==> config.mk <==
export PLATFORM = sky130hd
export DESIGN_NAME = nes_cpu_bus_master
export DESIGN_NICKNAME = d
export VERILOG_FILES = /design/src/rtl/nes_cpu_bus_master_pkg.sv /design/src/rtl/nes_m2_phase_timer.sv /design/src/rtl/nes_cpu_bus_master.sv
export SDC_FILE = /design/constraint.sdc
export NUM_CORES = 1
export LEC_CHECK = 0
export BUFFER_PORTS_ARGS = -buffer_cell sky130_fd_sc_hd__buf_2
export CORE_ASPECT_RATIO = 0.9
export CORE_MARGIN = 1.5
export CORE_UTILIZATION = 50
export DETAILED_ROUTE_END_ITERATION = 6
export PLACE_DENSITY = 0.86
export SYNTH_ARGS = -nofsm -noshare
export SYNTH_HDL_FRONTEND = slang
export SYNTH_SLANG_ARGS = --single-unit
==> constraint.sdc <==
create_clock -name clk -period 2.25 [get_ports clk]
set_input_delay 0.3375 -clock clk [delete_from_list [all_inputs] [get_ports clk]]
set_output_delay 0.3375 -clock clk [all_outputs]
set_load 0.1 [all_outputs]
==> src/rtl/nes_cpu_bus_master_pkg.sv <==
// Shared types and default timing for the NES CPU-side cartridge bus master.
package nes_bus_pkg;

    typedef enum logic [1:0] {
        IDLE = 2'd0,
        LOW  = 2'd1,
        HIGH = 2'd2
    } bus_state_e;

    localparam int unsigned DEF_LOW_CYCLES   = 6;
    localparam int unsigned DEF_HIGH_CYCLES  = 8;
    localparam int unsigned DEF_ROMSEL_DELAY = 2;
    localparam logic [15:0] DEF_IDLE_ADDR    = 16'h0000;

    // CPU address bit that qualifies /ROMSEL.
    localparam int unsigned ROMSEL_BIT = 15;

    // Phase counters count down from N-1 to 0.
    function automatic logic [7:0] phase_load(input int unsigned cycles);
        return 8'(cycles - 1);
    endfunction

endpackage

==> src/rtl/nes_m2_phase_timer.sv <==
// Loadable 8-bit down-counter timing one M2 phase; flags the last clock of
// the phase and the clock whose count matches HIT_COUNT.
module nes_m2_phase_timer
    import nes_bus_pkg::*;
#(
    parameter logic [7:0] HIT_COUNT = phase_load(DEF_HIGH_CYCLES) - 8'(DEF_ROMSEL_DELAY)
) (
    input  logic       clk,
    input  logic       reset,
    input  logic       i_load,
    input  logic [7:0] i_load_val,
    output logic       o_last,
    output logic       o_hit
);

    logic [7:0] r_count;

    // Load on phase entry, otherwise count down and park at zero.
    always_ff @(posedge clk) begin
        if (reset) begin
            r_count <= '0;
        end else if (i_load) begin
            r_count <= i_load_val;
        end else if (r_count != '0) begin
            r_count <= r_count - 8'd1;
        end
    end

    assign o_last = (r_count == '0);
    assign o_hit  = (r_count == HIT_COUNT);

endmodule

==> src/rtl/nes_cpu_bus_master.sv <==
// NES/Famicom CPU-side cartridge bus initiator: one request -> one M2 cycle.
// Optional macro M2_FREERUN_EN: with no request pending, dummy reads of
// IDLE_ADDR keep M2 toggling instead of parking it low in IDLE.
module nes_cpu_bus_master
    import nes_bus_pkg::*;
#(
    parameter int unsigned LOW_CYCLES   = DEF_LOW_CYCLES,
    parameter int unsigned HIGH_CYCLES  = DEF_HIGH_CYCLES,
    parameter int unsigned ROMSEL_DELAY = DEF_ROMSEL_DELAY,
    parameter logic [15:0] IDLE_ADDR    = DEF_IDLE_ADDR
) (
    input  logic        clk,
    input  logic        reset,
    input  logic        req_valid,
    output logic        req_ready,
    input  logic        req_rw,
    input  logic [15:0] req_addr,
    input  logic [7:0]  req_wdata,
    output logic        resp_valid,
    output logic [7:0]  resp_rdata,
    output logic        m2,
    output logic        romsel,
    output logic        cpu_rw,
    output logic [14:0] cpu_addr,
    output logic [7:0]  cpu_data_out,
    output logic        cpu_data_oe,
    input  logic [7:0]  cpu_data_in
);

    localparam logic [7:0] LOW_LOAD  = phase_load(LOW_CYCLES);
    localparam logic [7:0] HIGH_LOAD = phase_load(HIGH_CYCLES);
    localparam logic [7:0] RS_COUNT  = 8'(HIGH_CYCLES - 1 - ROMSEL_DELAY);

    bus_state_e  r_state, w_state_nxt;
    logic        r_in_reset;
    logic        r_rw, r_dummy, r_rs_hold;
    logic [15:0] r_addr;
    logic [7:0]  r_wdata, r_rdata;
    logic [14:0] r_bus_addr;
    logic        r_bus_rw, r_resp_valid;
    logic        w_load, w_ready, w_accept, w_start_dummy, w_direct;
    logic [7:0]  w_load_val;
    logic        w_last, w_rs_hit;

    nes_m2_phase_timer #(
        .HIT_COUNT (RS_COUNT)
    ) u_timer (
        .clk        (clk),
        .reset      (reset),
        .i_load     (w_load),
        .i_load_val (w_load_val),
        .o_last     (w_last),
        .o_hit      (w_rs_hit)
    );

    // FSM state register.
    always_ff @(posedge clk) begin
        if (reset) r_state <= IDLE;
        else       r_state <= w_state_nxt;
    end

    // Next state, phase-timer loads, handshake and M2-phase bus strobes.
    always_comb begin
        w_state_nxt   = r_state;
        w_load        = 1'b0;
        w_load_val    = LOW_LOAD;
        w_ready       = 1'b0;
        w_start_dummy = 1'b0;
        case (r_state)
            IDLE: begin
                w_ready = !r_in_reset;
                if (req_valid && w_ready) begin
                    w_state_nxt = LOW;
                    w_load      = 1'b1;
                end
`ifdef M2_FREERUN_EN
                else if (!r_in_reset) begin
                    w_state_nxt   = LOW;
                    w_load        = 1'b1;
                    w_start_dummy = 1'b1;
                end
`endif
            end
            LOW: begin
`ifdef M2_FREERUN_EN
                w_ready = r_dummy;
`endif
                // A request landing in a dummy LOW restarts the phase.
                if (req_valid && w_ready) begin
                    w_load = 1'b1;
                end else if (w_last) begin
                    w_state_nxt = HIGH;
                    w_load      = 1'b1;
                    w_load_val  = HIGH_LOAD;
                end
            end
            HIGH: begin
                w_ready = w_last;
                if (w_last) begin
                    if (req_valid) begin
                        w_state_nxt = LOW;
                        w_load      = 1'b1;
                    end else begin
`ifdef M2_FREERUN_EN
                        w_state_nxt   = LOW;
                        w_load        = 1'b1;
                        w_start_dummy = 1'b1;
`else
                        w_state_nxt   = IDLE;
`endif
                    end
                end
            end
            default: w_state_nxt = IDLE;
        endcase
        w_accept    = req_valid && w_ready;
        w_direct    = (r_state == IDLE) || ((r_state == LOW) && r_dummy);
        m2          = (r_state == HIGH);
        romsel      = !((r_state == HIGH) && r_addr[ROMSEL_BIT] && !r_dummy &&
                        (w_rs_hit || r_rs_hold));
        cpu_data_oe = !r_rw && (((r_state == LOW) && w_last) || (r_state == HIGH));
    end

    // Request latches, held bus address/RW, /ROMSEL hold and response.
    always_ff @(posedge clk) begin
        if (reset) begin
            r_in_reset   <= 1'b1;
            r_rw         <= 1'b1;
            r_addr       <= IDLE_ADDR;
            r_wdata      <= '0;
            r_dummy      <= 1'b0;
            r_rs_hold    <= 1'b0;
            r_bus_addr   <= IDLE_ADDR[14:0];
            r_bus_rw     <= 1'b1;
            r_resp_valid <= 1'b0;
            r_rdata      <= '0;
        end else begin
            r_in_reset   <= 1'b0;
            r_resp_valid <= 1'b0;
            // Bus address lags the latch by one LOW clock so the previous
            // cycle's address/RW get a hold clock after M2 falls.
            if (w_accept && w_direct) begin
                r_bus_addr <= req_addr[14:0];
                r_bus_rw   <= req_rw;
            end else if (r_state == LOW) begin
                r_bus_addr <= r_addr[14:0];
                r_bus_rw   <= r_rw;
            end else if (r_state == IDLE) begin
                r_bus_addr <= IDLE_ADDR[14:0];
                r_bus_rw   <= 1'b1;
            end
            if ((r_state == HIGH) && w_last) begin
                r_rs_hold <= 1'b0;
                if (!r_dummy) begin
                    r_resp_valid <= 1'b1;
                    r_rdata      <= r_rw ? cpu_data_in : 8'h00;
                end
            end else if ((r_state == HIGH) && w_rs_hit) begin
                r_rs_hold <= 1'b1;
            end
            if (w_accept) begin
                r_rw    <= req_rw;
                r_addr  <= req_addr;
                r_wdata <= req_rw ? 8'h00 : req_wdata;
                r_dummy <= 1'b0;
            end else if (w_start_dummy) begin
                r_rw    <= 1'b1;
                r_addr  <= IDLE_ADDR;
                r_wdata <= '0;
                r_dummy <= 1'b1;
            end
        end
    end

    assign req_ready    = w_ready;
    assign resp_valid   = r_resp_valid;
    assign resp_rdata   = r_rdata;
    assign cpu_rw       = r_bus_rw;
    assign cpu_addr     = r_bus_addr;
    assign cpu_data_out = r_wdata;

endmodule

==> impl_metrics.json <==
{
  "status": "finished, final reports clean",
  "postSynthCellCount": 301,
  "worstPathCellList": "inv_4, ha_4, or3b_4, nor2_4, nand2_2, a21oi_4, buf_12",
  "crit_buf_inv": 2,
  "cp.required_ps": 1910,
  "syn-num-nets": 340,
  "ys.flop_type": "dfxtp_1",
  "sequentialPowerShare": 0.330,
  "num_vias": 2422,
  "cp_slowest_cell": "or3b_4",
  "grt_pass1_wl_um": 10200,
  "path_delay_family": "simple AND/OR/NAND/NOR gates",
  "p_clk_frac": 0.287,
  "first_iter_violations": 205,
  "synthAdderAreaFrac": 0.0147,
  "drv_cap": 0,
  "cts_buffers": 9,
  "cts_htree_levels": 3,
  "clock_tree.buffer_depth": 2,
  "p_comb_frac": 0.382,
  "syn2layout_area_growth_pct": 35.3,
  "wl_um": 6250,
  "synthXorXnorAreaFrac": 0.0137,
  "hp-class": "input pin to flop",
  "drc_errors": 0,
  "ios": 73,
  "clk_pin_slew_ps": 60,
  "synthMuxAreaShare": 0.00391,
  "power.switching_mw": 1.54,
  "io_buffers": 72,
  "grt_pass1_vias": 2300,
  "place.gp.congestion": 0.824,
  "dr.pass1.iters": 4,
  "synthSimpleGateAreaFrac": 0.206,
  "min_period_ps": 2200,
  "fin_hold_ws_ps": 246,
  "start_util": 0.523,
  "crit_fanout": 3,
  "setup_viol": 0,
  "placed_area_um2": 3100,
  "route.detailed.wl_per_inst_um": 13.8,
  "final_cell_area_um2": 3460,
  "dieHeight_um": 70.9,
  "ir_drop_uv": 676,
  "cts_root_buf": "clkbuf_8",
  "avgSynthCellArea_um2": 8.50,
  "yosysWarnings": 0,
  "cp-start-kind": "flop",
  "core_area_um2": 4890,
  "overflow": 0,
  "drt-vias-per-instance": 5.37,
  "tightest_slew_ps": 559,
  "hold_violations": 0,
  "swShare": 0.374,
  "cp.arrival_ps": 1870,
  "mostFrequentLayoutCell": "buf_2",
  "p_int_mw": 2.57,
  "power-per-cell-area_nw_per_um2": 1180,
  "dp_hpwl_um": 4160,
  "worstSetupPathType": "flop to primary output",
  "synth_top_family_by_area": "compound AO/OA/AOI/OAI gates",
  "fp.dieW_um": 78.4,
  "num_rows": 24,
  "max_freq_mhz": 454,
  "max_stage_delay_ps": 400,
  "slew_headroom": 0.627,
  "insertion_delay_ps": 340,
  "cts_hold_buf": 0,
  "synth_seq_cells": 62,
  "place_inst": 429,
  "antenna_found_initial": 0,
  "leakage_nw": 1.39,
  "ys_types": 39,
  "finalCritPeriodShare": 0.979,
  "seq_area_frac_synth": 0.485,
  "die-area_um2": 5560,
  "synthArstFlopShare": 0,
  "cts_tree": "built",
  "antennaDiodeCount": 0,
  "cp-end-kind": "primary output",
  "slew_viol_final": 0,
  "syn-cell-area_um2": 2560,
  "cts.sinks": 62,
  "finClkSkew_ps": 9.12,
  "final_nets": 420,
  "synth-compound-area-share": 0.219,
  "grt_usage": 0.236,
  "synth_edf_count": 0,
  "finalNonFillerCells": 451,
  "final_layout_size_suffix_gt1_frac": 0.339,
  "ant_nets": 0,
  "grt_max_degree": 39,
  "final_cell_mix": "buf_2 (68), a21oi_1 (58), dfxtp_1 (57)"
}
worst paths after layout:
| check | cells after the start | end | slack (ps) | start |
|---|---|---|---|---|
| worst max-delay path | 7 | cpu_data_oe | 50 | u_timer.r_count[0]$_SDFFE_PP0P_ |
| worst min-delay path | 3 | r_addr[15]$_SDFFE_PP0P_ | 250 | req_addr[15] |
| worst max register to register | 6 | cpu_addr[2]$_SDFFE_PP0P_ | 190 | u_timer.r_count[4]$_SDFFE_PP0P_ |
| worst min register to register | 2 | cpu_data_out[2]$_SDFFE_PP0P_ | 450 | cpu_data_out[2]$_SDFFE_PP0P_ |
layout make-up:
| class | count | area [um^2] |
|---|---|---|
| repair buffers | 88 | 567 |
| inverters | 17 | 70.1 |
| multi-input cells | 203 | 1240 |
| clock buffers | 14 | 193 |
| well taps | 65 | 81.3 |
| clock inverters | 2 | 60.1 |
| fillers | 375 | 1430 |
| flip-flops and latches | 62 | 1250 |
metrics by stage:
step / utilization / setup WS, ps / power [mW] / TNS [ps]
2_1_floorplan: - / -217 / 2.43 / -421
3_3_place_gp: 0.634 / 158 / 2.68 / 0
3_5_place_dp: 0.634 / 88.8 / 2.72 / 0
4_1_cts: 0.695 / 13.2 / 4.00 / 0
5_1_grt: 0.708 / -12.2 / 4.31 / -20.1
6_report: 0.708 / 47.1 / 4.10 / 0
Yosys cell counts, drive strengths merged, types with 3 or more instances:
cell type  number  share of area
o31ai           3          0.014
ha              3          0.015
nand2b          4         0.0098
nand3           9          0.018
o21ai           3         0.0059
a221oi         13          0.062
a21oi          59           0.12
nor3            5          0.012
buf             4          0.011
nand3b          9          0.026
dfxtp          62           0.48
nor2           12          0.018
inv            17          0.025
nor2b           5          0.012
nand2          56          0.082
clkbuf         15          0.022
layer usage:
metal	track usage	wire length [um]	vias to the layer above
li1	-	-	1199
met1	0.282	2570	1129
met2	0.403	3130	84
met3	0.0800	448	10
met4	0.0754	89	0
met5	0	0	-
sequential cells by signal, indices dropped and copies added, names as in the netlist:
register,flops
u_timer.r_count,8
r_in_reset,1
cpu_addr,15
cpu_rw,1
r_rs_hold,1
resp_valid,1
r_state,2
r_addr,16
cpu_data_out,8
resp_rdata,8
r_rw,1
logic make-up after synthesis:
family          count (synthesis)
simple gates                  110
compound gates                 85
flops                          62
buf+inv                        36
xor+xnor                        4
fa+ha+maj                       3
mux                             1
worst reg2reg max path: stages (launching register included):
cell	delay, ps
dfxtp_2	350
or4_4	610
buf_4	180
o31ai_4	270
buf_12	210
nand2_1	100
a221oi_1	250
power by group through the flow:
stage	combinational [mW]	clock (mW)	sequential, mW
finish	1.57	1.18	1.35
global route	1.69	1.26	1.37
CTS	1.45	1.20	1.34
detailed placement	1.36	0	1.36
global placement	1.33	0	1.35
floorplan	0.764	0	1.67
timing repair:
item,4_1_cts,5_1_grt
gates cloned,0,0
pin swaps,1,4
resized for setup,10,8
buffers inserted,1,5
setup endpoints to repair,2,3
Note: power is estimated with default switching activity, not from simulation.
